==> config.mk <==
export PLATFORM = sky130hd
export DESIGN_NAME = prog_sequencer_flat
export DESIGN_NICKNAME = d
export VERILOG_FILES = /design/src/rtl/prog_sequencer_pkg.sv /design/src/rtl/prog_sequencer_if.sv /design/src/rtl/prog_sequencer_next_pc_logic.sv /design/src/rtl/prog_sequencer.sv /design/src/flat_wrapper.sv
export SDC_FILE = /design/constraint.sdc
export NUM_CORES = 1
export LEC_CHECK = 0
export BUFFER_PORTS_ARGS = -buffer_cell sky130_fd_sc_hd__buf_2
export CAP_MARGIN = 20
export CORE_MARGIN = 1
export CORE_UTILIZATION = 46
export DETAILED_ROUTE_END_ITERATION = 7
export GPL_ROUTABILITY_DRIVEN = 0
export MAX_ROUTING_LAYER = met4
export PLACE_DENSITY = 0.78
export SETUP_SLACK_MARGIN = 0.15
export SLEW_MARGIN = 10
export SYNTH_ARGS = -nofsm -noshare
export SYNTH_HDL_FRONTEND = slang
export SYNTH_SLANG_ARGS = --single-unit
export TNS_END_PERCENT = 100
==> constraint.sdc <==
create_clock -name Clk -period 2.4 [get_ports Clk]
set_input_delay 0.36 -clock Clk [delete_from_list [all_inputs] [get_ports Clk]]
set_output_delay 0.36 -clock Clk [all_outputs]
set_load 0.01 [all_outputs]
==> src/rtl/prog_sequencer_pkg.sv <==
// Shared definitions for the program sequencer: state encoding, default
// program-counter width and the performance-counter ceiling.
package prog_sequencer_pkg;

  localparam int PC_W_DEFAULT = 10;

  typedef enum logic [2:0] {
    IDLE     = 3'd0,
    FETCH    = 3'd1,
    EXEC     = 3'd2,
    MEM_WAIT = 3'd3,
    HALT     = 3'd4
  } seq_state_t;

  localparam logic [31:0] CNT_MAX = 32'hFFFF_FFFF;

endpackage

==> src/rtl/prog_sequencer_if.sv <==
// Handshake/decoder bundle between the harness, decoder, branch LUT, data
// memory and the sequencer. The master side drives decoder flags and the
// handshake inputs; the slave side is the sequencer.
interface prog_sequencer_if
  import prog_sequencer_pkg::*;
#(
  parameter int PC_W = PC_W_DEFAULT
);

  logic            Start;
  logic            Jump;
  logic            BranchEn;
  logic            Taken;
  logic            LoadInst;
  logic            MemWrEn;
  logic            Ack;
  logic [PC_W-1:0] LutTarget;
  logic [PC_W-1:0] RegTarget;
  logic            MemReady;
  logic [PC_W-1:0] ProgCtr;
  logic            CommitEn;
  logic            MemReq;
  logic            Done;
  logic [2:0]      SeqState;

  modport master (
    output Start, Jump, BranchEn, Taken, LoadInst, MemWrEn, Ack,
    output LutTarget, RegTarget, MemReady,
    input  ProgCtr, CommitEn, MemReq, Done, SeqState
  );

  modport slave (
    input  Start, Jump, BranchEn, Taken, LoadInst, MemWrEn, Ack,
    input  LutTarget, RegTarget, MemReady,
    output ProgCtr, CommitEn, MemReq, Done, SeqState
  );

endinterface

==> src/rtl/prog_sequencer_next_pc_logic.sv <==
// Next program-counter mux: hold, ProgCtr+1 (wrapping), LUT target,
// register target, or zero on Start, chosen by the current state and the
// decoder flags.
module next_pc_logic
  import prog_sequencer_pkg::*;
#(
  parameter int PC_W = PC_W_DEFAULT
) (
  input  seq_state_t      state,
  input  logic            start,
  input  logic            jump,
  input  logic            branch_en,
  input  logic            taken,
  input  logic            load_inst,
  input  logic            mem_wr_en,
  input  logic            ack,
  input  logic            mem_ready,
  input  logic [PC_W-1:0] pc,
  input  logic [PC_W-1:0] lut_target,
  input  logic [PC_W-1:0] reg_target,
  output logic [PC_W-1:0] pc_next
);

  // Select the program counter for the next cycle; hold unless an instruction retires.
  always_comb begin
    // NOTE: assign the default first so every path drives pc_next and no latch is inferred.
    pc_next = pc;
    if (start) begin
      pc_next = '0;
    end else begin
      case (state)
        EXEC: begin
          if (ack || load_inst || mem_wr_en) begin
            pc_next = pc;
          end else if (branch_en && taken) begin
            pc_next = jump ? lut_target : reg_target;
          end else begin
            pc_next = pc + 1'b1;
          end
        end
        MEM_WAIT: begin
          if (mem_ready) pc_next = pc + 1'b1;
        end
        default: pc_next = pc;
      endcase
    end
  end

endmodule

==> src/rtl/prog_sequencer.sv <==
// Multi-cycle run controller: owns the program counter, steps each
// instruction through FETCH/EXEC/MEM_WAIT, gates commits to one per
// instruction and handles the Start/Done handshake.
// Optional build macro SEQ_PERF_EN adds CycleCnt/InstrCnt counters.
module prog_sequencer
  import prog_sequencer_pkg::*;
#(
  parameter int PC_W = PC_W_DEFAULT
) (
  input  logic                  Clk,
  input  logic                  Reset,
  prog_sequencer_if.slave       bus
`ifdef SEQ_PERF_EN
  ,
  output logic [31:0]           CycleCnt,
  output logic [31:0]           InstrCnt
`endif
);

  seq_state_t      state_q, state_d;
  logic [PC_W-1:0] pc_q, pc_d;
  logic            commit_en;

  next_pc_logic #(.PC_W(PC_W)) u_next_pc (
    .state      (state_q),
    .start      (bus.Start),
    .jump       (bus.Jump),
    .branch_en  (bus.BranchEn),
    .taken      (bus.Taken),
    .load_inst  (bus.LoadInst),
    .mem_wr_en  (bus.MemWrEn),
    .ack        (bus.Ack),
    .mem_ready  (bus.MemReady),
    .pc         (pc_q),
    .lut_target (bus.LutTarget),
    .reg_target (bus.RegTarget),
    .pc_next    (pc_d)
  );

  // Next-state and commit decode; Start overrides everything and never commits.
  always_comb begin
    state_d   = state_q;
    commit_en = 1'b0;
    if (bus.Start) begin
      state_d = IDLE;
    end else begin
      case (state_q)
        IDLE:  state_d = FETCH;
        FETCH: state_d = EXEC;
        EXEC: begin
          if (bus.Ack) begin
            state_d = HALT;
          end else if (bus.LoadInst || bus.MemWrEn) begin
            state_d = MEM_WAIT;
          end else begin
            commit_en = 1'b1;
            state_d   = FETCH;
          end
        end
        MEM_WAIT: begin
          if (bus.MemReady) begin
            commit_en = 1'b1;
            state_d   = FETCH;
          end
        end
        HALT:    state_d = HALT;
        default: state_d = IDLE;
      endcase
    end
  end

  // State and program-counter registers.
  always_ff @(posedge Clk or posedge Reset) begin
    // NOTE: sequential state uses non-blocking assignments so all flops update together.
    if (Reset) begin
      state_q <= IDLE;
      pc_q    <= '0;
    end else begin
      state_q <= state_d;
      pc_q    <= pc_d;
    end
  end

  assign bus.ProgCtr  = pc_q;
  assign bus.CommitEn = commit_en;
  assign bus.MemReq   = (state_q == MEM_WAIT);
  assign bus.Done     = (state_q == HALT);
  assign bus.SeqState = state_q;

`ifdef SEQ_PERF_EN
  logic [31:0] cycle_cnt_q, cycle_cnt_d;
  logic [31:0] instr_cnt_q, instr_cnt_d;

  // Saturating counters of active cycles and retired instructions; cleared by Start.
  always_comb begin
    cycle_cnt_d = cycle_cnt_q;
    instr_cnt_d = instr_cnt_q;
    if (bus.Start) begin
      cycle_cnt_d = '0;
      instr_cnt_d = '0;
    end else begin
      if (state_q != IDLE && state_q != HALT && cycle_cnt_q != CNT_MAX)
        cycle_cnt_d = cycle_cnt_q + 32'd1;
      if (commit_en && instr_cnt_q != CNT_MAX)
        instr_cnt_d = instr_cnt_q + 32'd1;
    end
  end

  // Counter registers.
  always_ff @(posedge Clk or posedge Reset) begin
    if (Reset) begin
      cycle_cnt_q <= '0;
      instr_cnt_q <= '0;
    end else begin
      cycle_cnt_q <= cycle_cnt_d;
      instr_cnt_q <= instr_cnt_d;
    end
  end

  assign CycleCnt = cycle_cnt_q;
  assign InstrCnt = instr_cnt_q;
`endif

endmodule

==> src/flat_wrapper.sv <==
// flat-port wrapper written by rule: the top's interface ports become plain ports
module prog_sequencer_flat import prog_sequencer_pkg::*;
#(
  parameter int PC_W = PC_W_DEFAULT
)
  (Clk, Reset, bus_Start, bus_Jump, bus_BranchEn, bus_Taken, bus_LoadInst, bus_MemWrEn, bus_Ack, bus_LutTarget, bus_RegTarget, bus_MemReady, bus_ProgCtr, bus_CommitEn, bus_MemReq, bus_Done, bus_SeqState);
  prog_sequencer_if #(.PC_W(PC_W)) bus_i ();
  input  logic Clk;
  input  logic Reset;
  input wire logic [$bits(bus_i.Start)-1:0] bus_Start;
  input wire logic [$bits(bus_i.Jump)-1:0] bus_Jump;
  input wire logic [$bits(bus_i.BranchEn)-1:0] bus_BranchEn;
  input wire logic [$bits(bus_i.Taken)-1:0] bus_Taken;
  input wire logic [$bits(bus_i.LoadInst)-1:0] bus_LoadInst;
  input wire logic [$bits(bus_i.MemWrEn)-1:0] bus_MemWrEn;
  input wire logic [$bits(bus_i.Ack)-1:0] bus_Ack;
  input wire logic [$bits(bus_i.LutTarget)-1:0] bus_LutTarget;
  input wire logic [$bits(bus_i.RegTarget)-1:0] bus_RegTarget;
  input wire logic [$bits(bus_i.MemReady)-1:0] bus_MemReady;
  output wire logic [$bits(bus_i.ProgCtr)-1:0] bus_ProgCtr;
  output wire logic [$bits(bus_i.CommitEn)-1:0] bus_CommitEn;
  output wire logic [$bits(bus_i.MemReq)-1:0] bus_MemReq;
  output wire logic [$bits(bus_i.Done)-1:0] bus_Done;
  output wire logic [$bits(bus_i.SeqState)-1:0] bus_SeqState;
  assign bus_i.Start = bus_Start;
  assign bus_i.Jump = bus_Jump;
  assign bus_i.BranchEn = bus_BranchEn;
  assign bus_i.Taken = bus_Taken;
  assign bus_i.LoadInst = bus_LoadInst;
  assign bus_i.MemWrEn = bus_MemWrEn;
  assign bus_i.Ack = bus_Ack;
  assign bus_i.LutTarget = bus_LutTarget;
  assign bus_i.RegTarget = bus_RegTarget;
  assign bus_i.MemReady = bus_MemReady;
  assign bus_ProgCtr = bus_i.ProgCtr;
  assign bus_CommitEn = bus_i.CommitEn;
  assign bus_MemReq = bus_i.MemReq;
  assign bus_Done = bus_i.Done;
  assign bus_SeqState = bus_i.SeqState;
  prog_sequencer #(.PC_W(PC_W)) u_core (.Clk(Clk), .Reset(Reset), .bus(bus_i));
endmodule
# Word level (Yosys, flattened, before mapping)

Cells that the tools add are included.

Flip-flop bits (word level): 13
Input bits: 30
Output and inout port bits: 16
Logic and storage cells: 32

Add/sub/neg operators: 1
Equal/unequal tests: 6
Muxes and demuxes: 16
Reductions and logical operators: 7

Operators by type and width:

| kind                                          | number |
|---|---|
| 2-to-1 mux 10 bit                             | 5 |
| one-hot mux 10 bit (2 select lines)           | 1 |
| one-hot mux 3 bit (5 select lines)            | 1 |
| adder 10 x 1 -> 10 bit, second input constant | 1 |
| 2-to-1 mux 3 bit                              | 3 |
| == test 3 x 2 -> 1 bit, second input constant | 2 |
| != test 3 bit, second input constant          | 2 |
| 2-to-1 mux 1 bit                              | 4 |
| == test 3 x 1 -> 1 bit, second input constant | 1 |
| == test 3 bit, second input constant          | 1 |
| zero test 3 bit                               | 1 |
| logical OR 1 bit                              | 3 |
| AND reduction 3 bit                           | 1 |
| nonzero test 3 bit                            | 1 |
| 2-to-1 mux 2 bit                              | 1 |
| one-hot mux 1 bit (2 select lines)            | 1 |
| logical AND 1 bit                             | 1 |

# Depth between registers and ports, before layout

Gate-level depths: netlist (run 1).

Word-level depth: 5
Gate-level depth with buffers: 7
Mapped depth without buffers: 5

# Cells and area by module

Synthesis (run 1) repeated with hierarchy kept, for this count alone.

Cells, all modules: 168
Area, all modules: 1375.1 µm²

Modules (own cells, without submodules):

| module         | times used | cells an instance | area each (µm²) | sequential area each (µm²) |
|---|---|---|---|---|
| next_pc_logic  | 1          | 136               | 935.9           | 0.0 |
| prog_sequencer | 1          | 32                | 439.2           | 325.3 |

# Least setup slack after synthesis (run 1)

No wires, ideal clock.

Path type: flip-flop to output port
Start: register u_core.state_q[0] (netlist: u_core.bus.SeqState[0])
End: output bus_CommitEn
Arrival: 1613 ps
Required time: 2040 ps
Path slack: 427 ps
Stages on the path, launching flop included: 7
Path buffers: 2
Cell sequence: dfrtp_1 > buf_6 > or4_4 > a21oi_4 > nand2b_2 > buf_6 > clkinv_2

Word-level cells in the longest chain between the ends: 3
Elaborated cells on any way between the ends: 4
Classes of those cells: eq/ne: 2; mux: 2

Ends and longest elaborated chain:

| what                                 | line                 | RTL |
|---|---|---|
| from (decl)                          | prog_sequencer.sv:20 | `seq_state_t state_q, state_d;` |
| from (signal assigned)               | prog_sequencer.sv:79 | `state_q <= state_d;` |
| == test 3 x 2 -> 1 bit               | prog_sequencer.sv:47 | `case (state_q)` |
| one-hot mux 1 bit (2 select lines) * | prog_sequencer.sv:47 |  |
| 2-to-1 mux 1 bit *                   | prog_sequencer.sv:44 | `if (bus.Start) begin` |
| to (decl)                            | flat_wrapper.sv:21   | `output wire logic [$bits(bus_i.CommitEn)-1:0] bus_CommitEn;` |

Every way passes the cells marked *; elsewhere a longest branch is shown, timed or not.

# Final worst setup path (run 1)

Same ends and word-level chain as after synthesis.

==> tab_implementation.tex, run 1 <==
\begin{tabular}{lr}
\hline
Metric & Value \\
\hline
\multicolumn{2}{l}{\textbf{Critical path}} \\
\quad Critical Path Sink Type & output port \\
\quad Maximum net fanout on the critical path & 10 \\
\quad Critical register-to-register path endpoint & u\_core.bus.ProgCtr[5] \\
\quad Worst Path Required & 2.04 ns \\
\quad R2R setup slack & 0.52 ns \\
\quad CP startpoint kind & flop \\
\quad Critical path data arrival time & 1.77 ns \\
\quad Type of the worst setup path & reg2out \\
\quad Worst Reg2Reg Path Length in Cells & 4 \\
\quad Critical register-to-register path startpoint & u\_core.bus.SeqState[1] \\
\multicolumn{2}{l}{\textbf{CTS}} \\
\quad Number of buffers created by CTS & 3 \\
\quad CTS HTree Levels & 1 \\
\quad Clock slew at reported path FFs & 0.09 ns \\
\quad Root Buffer & sky130\_fd\_sc\_hd\_\_clkbuf\_4 \\
\quad Clock tree from TritonCTS & yes \\
\quad Count of buffers added by post-CTS timing repair for setup & 0 \\
\quad Maximum buffer depth of the clock tree & 2 \\
\quad Clock latency on the worst-skew pair & 0.28 ns \\
\quad Cts hold-fix bufs & 0 \\
\quad Number of sinks handled by clock tree synthesis & 13 \\
\quad \# resized after CTS & 0 \\
\multicolumn{2}{l}{\textbf{STA}} \\
\quad Final sum of negative setup slack & 0 ns \\
\quad Final worst path period need & 2.13 ns \\
\quad Final number of setup-violating endpoints & 0 \\
\quad Worst hold slack & 0.0983 ns \\
\quad Worst slew margin relative to its limit & 63.7\% \\
\quad Post-route clock skew & 0.00532 ns \\
\quad Setup repair after global routing missed its margin & no \\
\quad Pins Over Slew Limit & 0 \\
\quad Maximum clock rate & 0.469 GHz \\
\quad Transition at the pin with the smallest max-transition slack & 0.544 ns \\
\quad Final hold vios & 0 \\
\quad Final cycle utilization of the critical path & 88.8\% \\
\multicolumn{2}{l}{\textbf{Detailed routing}} \\
\quad Iteration-0 DRC count of the detailed router & 24 \\
\quad Wirelength, routed & 2.76 mm \\
\quad Average detailed-routed wire length per instance & 15.6 microns \\
\quad Remaining design rule violation count & 0 \\
\quad Via count & 1067 \\
\quad Average via count per standard cell & 6.03 \\
\quad Post-DRT Antenna Nets & 0 \\
\quad Detailed Routing Iterations Pass 1 & 4 \\
\multicolumn{2}{l}{\textbf{Synth}} \\
\quad Yosys top cell by area & sky130\_fd\_sc\_hd\_\_dfrtp\_1 \\
\quad Cell types with the largest area share after synthesis & sky130\_fd\_sc\_hd\_\_dfrtp\_1, sky130\_fd\_sc\_hd\_\_o2bb2ai\_1, sky130\_fd\_sc\_hd\_\_mux2\_2, sky130\_fd\_sc\_hd\_\_mux2i\_1, sky130\_fd\_sc\_hd\_\_a2bb2oi\_1 \\
\quad Post-synthesis cell type count & 39 \\
\quad Fraction of registers with async set or reset after synthesis & 100\% \\
\quad Main combinational cell family by area after synthesis & compound AO/OA/AOI/OAI gates \\
\quad Most instantiated flip-flop cell in the synthesis netlist & sky130\_fd\_sc\_hd\_\_dfrtp\_1 \\
\quad Average instance area after synthesis & 9.84 sq um \\
\quad Proportion of synthesized chip area in sequential cells & 31.5\% \\
\quad Post-synthesis simple-gate area fraction & 17.8\% \\
\quad Synth top area share & 31.5\% \\
\quad FF+latch count, synth & 13 \\
\quad Number of instances in the synthesized netlist & 105 \\
\quad Area of the mapped netlist & 1030 sq um \\
\quad Number of warning messages in the yosys log & 0 \\
\quad Number of synthesized flops with an enable pin & 0 \\
\quad Synth Area in Compound Gates & 27.7\% \\
\quad XOR/XNOR Fraction of Synth Area & 0\% \\
\quad Adder and majority cell fraction of the synthesized area & 1.21\% \\
\quad Post-synth net total & 136 \\
\quad Share of synthesized area spent on multiplexers & 16.6\% \\
\multicolumn{2}{l}{\textbf{Layout}} \\
\quad Layout Area Growth over Synthesis & 25.4\% \\
\quad Net count, final & 182 \\
\quad Multi-input gate area in the final layout & 654 sq um \\
\quad Fraction of final layout cells with drive strength greater than 1 & 44.0\% \\
\quad Commonest cells after routing, fill and taps aside & sky130\_fd\_sc\_hd\_\_buf\_2, sky130\_fd\_sc\_hd\_\_o2bb2ai\_1, sky130\_fd\_sc\_hd\_\_dfrtp\_1 \\
\quad Antenna diode instance count & 0 \\
\quad Seq. cell area & 325 sq um \\
\quad Total of fill cells in the finished design & 200 \\
\quad Most common cell after layout, fill and taps aside & sky130\_fd\_sc\_hd\_\_buf\_2 \\
\multicolumn{2}{l}{\textbf{Power and ir drop}} \\
\quad Peak supply drop & 0.000287 V \\
\quad Leakage power summed over all cells & 0.607 nW \\
\quad Part of the power in registers & 46.7\% \\
\quad Combinational group share of total power & 25.2\% \\
\quad Switching portion of total power & 30.1\% \\
\quad Ratio of total power to cell area & 389 nW/um\^{}2 \\
\quad Net Sw Power & 0.000152 W \\
\quad Internal Dissipation & 0.000353 W \\
\quad Clock power share & 28.1\% \\
\multicolumn{2}{l}{\textbf{Place}} \\
\quad Number of input and output port buffers inserted & 45 \\
\quad HPWL after detailed placement & 2.00 mm \\
\multicolumn{2}{l}{\textbf{Die}} \\
\quad Initial core utilization & 50.6\% \\
\quad Total Die Area & 2440 sq um \\
\quad Std-Cell Core Area & 2040 sq um \\
\quad Count of pins on the block boundary & 46 \\
\quad Die width & 49.4 microns \\
\quad Die height & 49.4 microns \\
\quad Row count & 16 \\
\multicolumn{2}{l}{\textbf{Worst hold path}} \\
\quad Class of the tightest hold or removal check & in2async \\
\multicolumn{2}{l}{\textbf{Global routing}} \\
\quad Vias in the first global route & 951 \\
\quad All-layer global routing usage & 24.4\% \\
\quad Pin count of the biggest net entering global routing & 15 \\
\quad First-pass GRT wire length & 4.49 mm \\
\quad Number of antenna violations at the first check in global routing & 0 \\
\quad Global route total overflow & 0 \\
\multicolumn{2}{l}{\textbf{Job}} \\
\quad Max-capacitance violation count & 0 \\
\multicolumn{2}{l}{\textbf{Run status}} \\
\quad Result of the run & complete, no violations \\
\hline
\end{tabular}
-- cells by family (layout without fill, tap and decap cells) --
group	Yosys count	after routing
buffers and inverters	10	55
AOI/OAI and AO/OA	33	33
muxes	16	16
adders and majority gates	1	1
and+or+nand+nor	32	32
DFF	13	13
-- synth_stat cells (2+ instances only) --
cell                        instances
sky130_fd_sc_hd__mux2i_1            7
sky130_fd_sc_hd__nor3_1             2
sky130_fd_sc_hd__dfrtp_1           13
sky130_fd_sc_hd__inv_1              3
sky130_fd_sc_hd__nand2b_1           2
sky130_fd_sc_hd__nand3_1            5
sky130_fd_sc_hd__o2111ai_1          2
sky130_fd_sc_hd__mux2_2             9
sky130_fd_sc_hd__a2bb2oi_1          4
sky130_fd_sc_hd__o2bb2ai_1         15
sky130_fd_sc_hd__and3b_1            2
sky130_fd_sc_hd__nor2_1             6
sky130_fd_sc_hd__nand2_1            5
sky130_fd_sc_hd__nand4_1            2
sky130_fd_sc_hd__buf_6              2
sky130_fd_sc_hd__clkbuf_1           3
-- power by group through the flow --
stage	registers, W	logic (W)	clock network (W)
finish	0.000236	0.000127	0.000142
global route	0.000238	0.000139	0.000156
CTS	0.000236	0.000127	0.000144
detailed placement	0.000240	0.000127	0
global placement	0.000239	0.000123	0
floorplan	0.000241	0.0000795	0
-- layer usage --
metal,vias up,wire (microns),global-route usage (%)
li1,501,-,-
met1,502,1170,30.3
met2,60,1360,42.0
met3,4,198,2.49
met4,0,21,7.14
met5,-,0,-
-- final cells by class --
type,instances,share of cell area (%)
flip-flops and latches,13,25.1
repair buffers,47,18.5
multi-input cells,82,50.5
well taps,27,2.61
inverters,4,1.25
clock buffers,4,2.03
-- registers in the layout, summed over array words and instances, names as in the netlist --
signal and flops:
u_core.bus.ProgCtr 10, u_core.bus.SeqState 3
-- stage by stage --
stage | cells | area (sq um) | util (%) | power [W] | setup WS, ns
5_1_grt | 177 | 1300 | 63.5 | 0.000532 | 0.212
2_1_floorplan | 105 | 1030 | - | 0.000320 | 0.427
3_5_place_dp | 173 | 1270 | 62.2 | 0.000367 | 0.502
3_3_place_gp | 173 | 1270 | 62.2 | 0.000362 | 0.522
4_1_cts | 177 | 1300 | 63.5 | 0.000507 | 0.261
6_report | 177 | 1300 | 63.5 | 0.000505 | 0.268
-- critical path, stage by stage (launching register included) --
cell                       delay, ns
sky130_fd_sc_hd__dfrtp_1        0.40
sky130_fd_sc_hd__or4_4          0.56
sky130_fd_sc_hd__a21oi_4        0.15
sky130_fd_sc_hd__nand2b_2       0.17
sky130_fd_sc_hd__clkinv_2       0.08
sky130_fd_sc_hd__buf_2          0.12
-- worst max-delay path by stage --
stage	startpoint	to	slack [ns]	cells after the start
final	u_core.bus.SeqState[0]	bus_CommitEn	0.27	5
after global routing	u_core.bus.SeqState[0]	bus_CommitEn	0.21	5
after CTS	u_core.bus.SeqState[0]	bus_CommitEn	0.26	5
after detailed placement	bus_MemWrEn	bus_CommitEn	0.50	6
after global placement	bus_MemWrEn	bus_CommitEn	0.52	6
after floorplan	u_core.bus.SeqState[0]	bus_CommitEn	0.43	6
Note: power is estimated with default switching activity, not from simulation.
==> run 2, diff against run 1 <==
- ABC_AREA: not set -> 1
- PLACE_DENSITY: 0.78 -> 0.79
==> run 2 against run 1 <==
Net effect:
- clock skew fell by 0.0031 ns
- combinational power down 9%
- hold slack improved by 0.0071 ns
- largest cell class unchanged
- largest power group unchanged
==> tab_implementation.tex, run 2 <==
\begin{tabular}{lr}
\hline
Metric & Value \\
\hline
\multicolumn{2}{l}{\textbf{Run status}} \\
\quad Result of the run & complete, no violations \\
\multicolumn{2}{l}{\textbf{Layout}} \\
\quad Antenna diode instance count & 0 \\
\quad Max FFs per register & 10 \\
\quad Net count, final & 242 \\
\quad Layout Area Growth over Synthesis & 26.4\% \\
\quad Commonest cells after routing, fill and taps aside & sky130\_fd\_sc\_hd\_\_nand2\_1, sky130\_fd\_sc\_hd\_\_buf\_2, sky130\_fd\_sc\_hd\_\_nor2\_1 \\
\quad Most common cell after layout, fill and taps aside & sky130\_fd\_sc\_hd\_\_nand2\_1 \\
\quad Total of fill cells in the finished design & 189 \\
\quad Fraction of final layout cells with drive strength greater than 1 & 27.6\% \\
\multicolumn{2}{l}{\textbf{Detailed routing}} \\
\quad Max layer used & met4 \\
\quad Remaining design rule violation count & 0 \\
\quad Average via count per standard cell & 5.04 \\
\quad Wirelength, routed & 2.59 mm \\
\quad Routed length on met3 & 158 microns \\
\quad Average detailed-routed wire length per instance & 10.9 microns \\
\quad M1 WL & 1.17 mm \\
\quad Detailed Routing Iterations Pass 1 & 4 \\
\quad Via count & 1194 \\
\quad Post-DRT Antenna Nets & 0 \\
\quad Iteration-0 DRC count of the detailed router & 36 \\
\quad Met2 wire len & 1.24 mm \\
\multicolumn{2}{l}{\textbf{CTS}} \\
\quad CTS HTree Levels & 1 \\
\quad Count of buffers added by post-CTS timing repair for setup & 0 \\
\quad Clock latency on the worst-skew pair & 0.28 ns \\
\quad Number of buffers created by CTS & 3 \\
\quad Root Buffer & sky130\_fd\_sc\_hd\_\_clkbuf\_4 \\
\quad Clock slew at reported path FFs & 0.08 ns \\
\quad \# resized after CTS & 0 \\
\quad Maximum buffer depth of the clock tree & 2 \\
\quad Clock tree from TritonCTS & yes \\
\quad Number of sinks handled by clock tree synthesis & 13 \\
\quad Cts hold-fix bufs & 0 \\
\multicolumn{2}{l}{\textbf{Synth}} \\
\quad Library cell with the highest instance count after synthesis & sky130\_fd\_sc\_hd\_\_nand2\_1 \\
\quad Number of synthesized flops with an enable pin & 0 \\
\quad Average instance area after synthesis & 6.13 sq um \\
\quad Number of warning messages in the yosys log & 0 \\
\quad Yosys top cell by area & sky130\_fd\_sc\_hd\_\_dfrtp\_1 \\
\quad Post-synth net total & 195 \\
\quad Ranking of synthesized cells by instance count & sky130\_fd\_sc\_hd\_\_nand2\_1, sky130\_fd\_sc\_hd\_\_nor2\_1, sky130\_fd\_sc\_hd\_\_nand3\_1, sky130\_fd\_sc\_hd\_\_dfrtp\_1, sky130\_fd\_sc\_hd\_\_inv\_1 \\
\quad Most instantiated flip-flop cell in the synthesis netlist & sky130\_fd\_sc\_hd\_\_dfrtp\_1 \\
\quad Area of the mapped netlist & 1000 sq um \\
\quad FF+latch count, synth & 13 \\
\quad Cell types with the largest area share after synthesis & sky130\_fd\_sc\_hd\_\_dfrtp\_1, sky130\_fd\_sc\_hd\_\_nand2\_1, sky130\_fd\_sc\_hd\_\_nor2\_1, sky130\_fd\_sc\_hd\_\_nand3\_1, sky130\_fd\_sc\_hd\_\_inv\_1 \\
\quad Post-synthesis cell type count & 23 \\
\quad Synth top area share & 32.4\% \\
\quad Proportion of synthesized chip area in sequential cells & 32.4\% \\
\quad Fraction of registers with async set or reset after synthesis & 100\% \\
\quad Number of instances in the synthesized netlist & 164 \\
\multicolumn{2}{l}{\textbf{Critical path}} \\
\quad Type of the worst setup path & reg2out \\
\quad Worst Path Required & 2.04 ns \\
\quad Critical register-to-register path startpoint & u\_core.bus.ProgCtr[0] \\
\quad Critical register-to-register path endpoint & u\_core.bus.ProgCtr[8] \\
\quad Critical path data arrival time & 1.50 ns \\
\quad Maximum net fanout on the critical path & 7 \\
\quad Worst Reg2Reg Path Length in Cells & 8 \\
\quad Critical Path Sink Type & output port \\
\quad R2R setup slack & 0.83 ns \\
\quad CP startpoint kind & flop \\
\multicolumn{2}{l}{\textbf{Die}} \\
\quad Total Die Area & 2380 sq um \\
\quad Initial core utilization & 50.2\% \\
\quad Std-Cell Core Area & 2000 sq um \\
\quad Die width & 48.7 microns \\
\quad Count of pins on the block boundary & 46 \\
\quad Row count & 16 \\
\quad Die height & 48.7 microns \\
\multicolumn{2}{l}{\textbf{Worst hold path}} \\
\quad Class of the tightest hold or removal check & in2async \\
\multicolumn{2}{l}{\textbf{Power and ir drop}} \\
\quad Leakage power summed over all cells & 0.748 nW \\
\quad Internal Dissipation & 0.000339 W \\
\quad Combinational group share of total power & 23.4\% \\
\quad Peak supply drop & 0.000327 V \\
\quad Net Sw Power & 0.000151 W \\
\quad Clock power share & 27.4\% \\
\quad Switching portion of total power & 30.8\% \\
\quad Part of the power in registers & 49.2\% \\
\quad Ratio of total power to cell area & 386 nW/um\^{}2 \\
\multicolumn{2}{l}{\textbf{STA}} \\
\quad Setup repair after global routing missed its margin & no \\
\quad Post-route clock skew & 0.00218 ns \\
\quad Maximum clock rate & 0.537 GHz \\
\quad Final number of setup-violating endpoints & 0 \\
\quad Worst slew margin relative to its limit & 64.9\% \\
\quad Final worst path period need & 1.86 ns \\
\quad Final cycle utilization of the critical path & 77.6\% \\
\quad Final hold vios & 0 \\
\quad Pins Over Slew Limit & 0 \\
\quad Worst hold slack & 0.105 ns \\
\quad Final sum of negative setup slack & 0 ns \\
\quad Transition at the pin with the smallest max-transition slack & 0.526 ns \\
\multicolumn{2}{l}{\textbf{Global routing}} \\
\quad All-layer global routing usage & 23.7\% \\
\quad Number of antenna violations at the first check in global routing & 0 \\
\quad Global route total overflow & 0 \\
\quad Pin count of the biggest net entering global routing & 14 \\
\quad First-pass GRT wire length & 4.35 mm \\
\quad Vias in the first global route & 1046 \\
\multicolumn{2}{l}{\textbf{Place}} \\
\quad HPWL after detailed placement & 2.06 mm \\
\quad Number of input and output port buffers inserted & 45 \\
\multicolumn{2}{l}{\textbf{Job}} \\
\quad Max-capacitance violation count & 0 \\
\hline
\end{tabular}
-- run 2: cell types whose count changed in the layout (fill, tap and decap cells not counted), sizes merged, moves of 3 or more --
cell     delta
nand2b      -3
mux2i       -7
mux2        -9
o2bb2ai    -15
nand2      +58
o21ai       +6
a2bb2oi     -4
inv        +13
nor2       +22
nand3      +10
-- run 2: layout make-up --
type	instances	area [sq um]	share of cell area, %
multi-input combinational	131	596	46.9
sequential	13	325	25.6
timing repair buffer	45	225	17.7
inverter	17	63.8	5.02
tap	27	33.8	2.66
clock buffer	4	26.3	2.07
-- run 2: logic make-up after synthesis --
logic type	Yosys count	share of synthesized area (%)
buffers and inverters	20	8.34
xor gates and xnor gates	2	1.74
and+or+nand+nor	114	48.6
DFF	13	32.4
adders and majority gates	1	1.25
AOI/OAI and AO/OA	14	7.72
-- run 2: worst max-delay path by stage --
stage / start / to / slack (ns) / cells after the start
finish: u_core.bus.SeqState[0] / bus_CommitEn / 0.54 / 7
detailed placement: u_core.bus.SeqState[0] / bus_CommitEn / 0.86 / 7
floorplan: u_core.bus.SeqState[0] / bus_CommitEn / 1.02 / 6
CTS: u_core.bus.SeqState[0] / bus_CommitEn / 0.56 / 7
global placement: bus_MemWrEn / bus_CommitEn / 0.87 / 7
global route: u_core.bus.SeqState[1] / bus_CommitEn / 0.46 / 7
-- run 2: power by group through the flow --
stage,logic [W],clock network (W),registers (W)
2_1_floorplan,0.0000674,0,0.000246
3_3_place_gp,0.000112,0,0.000244
3_5_place_dp,0.000115,0,0.000245
4_1_cts,0.000115,0.000137,0.000241
5_1_grt,0.000130,0.000144,0.000243
6_report,0.000115,0.000134,0.000241
-- run 2: per-stage QoR --
stage | util [%] | cells | total power, W | cell area, sq um | setup WS (ns)
2_1_floorplan | - | 164 | 0.000313 | 1000 | 1.02
3_3_place_gp | 62.1 | 233 | 0.000357 | 1240 | 0.872
3_5_place_dp | 62.1 | 233 | 0.000360 | 1240 | 0.865
4_1_cts | 63.4 | 237 | 0.000493 | 1270 | 0.560
5_1_grt | 63.4 | 237 | 0.000516 | 1270 | 0.459
6_report | 63.4 | 237 | 0.000491 | 1270 | 0.539
-- run 2: routing by layer --
metal  vias up  track usage [%]
li1        605                -
met5         -                -
met2        43             35.4
met1       542             31.5
met3         4             5.97
met4         0             6.86
-- run 2: worst max-delay path: stages (launching register included) --
cell,delay (ns)
sky130_fd_sc_hd__dfrtp_1,0.43
sky130_fd_sc_hd__nand2_2,0.09
sky130_fd_sc_hd__nor2_4,0.17
sky130_fd_sc_hd__inv_2,0.05
sky130_fd_sc_hd__nand2_1,0.08
sky130_fd_sc_hd__nand2_2,0.10
sky130_fd_sc_hd__inv_2,0.15
sky130_fd_sc_hd__buf_2,0.15
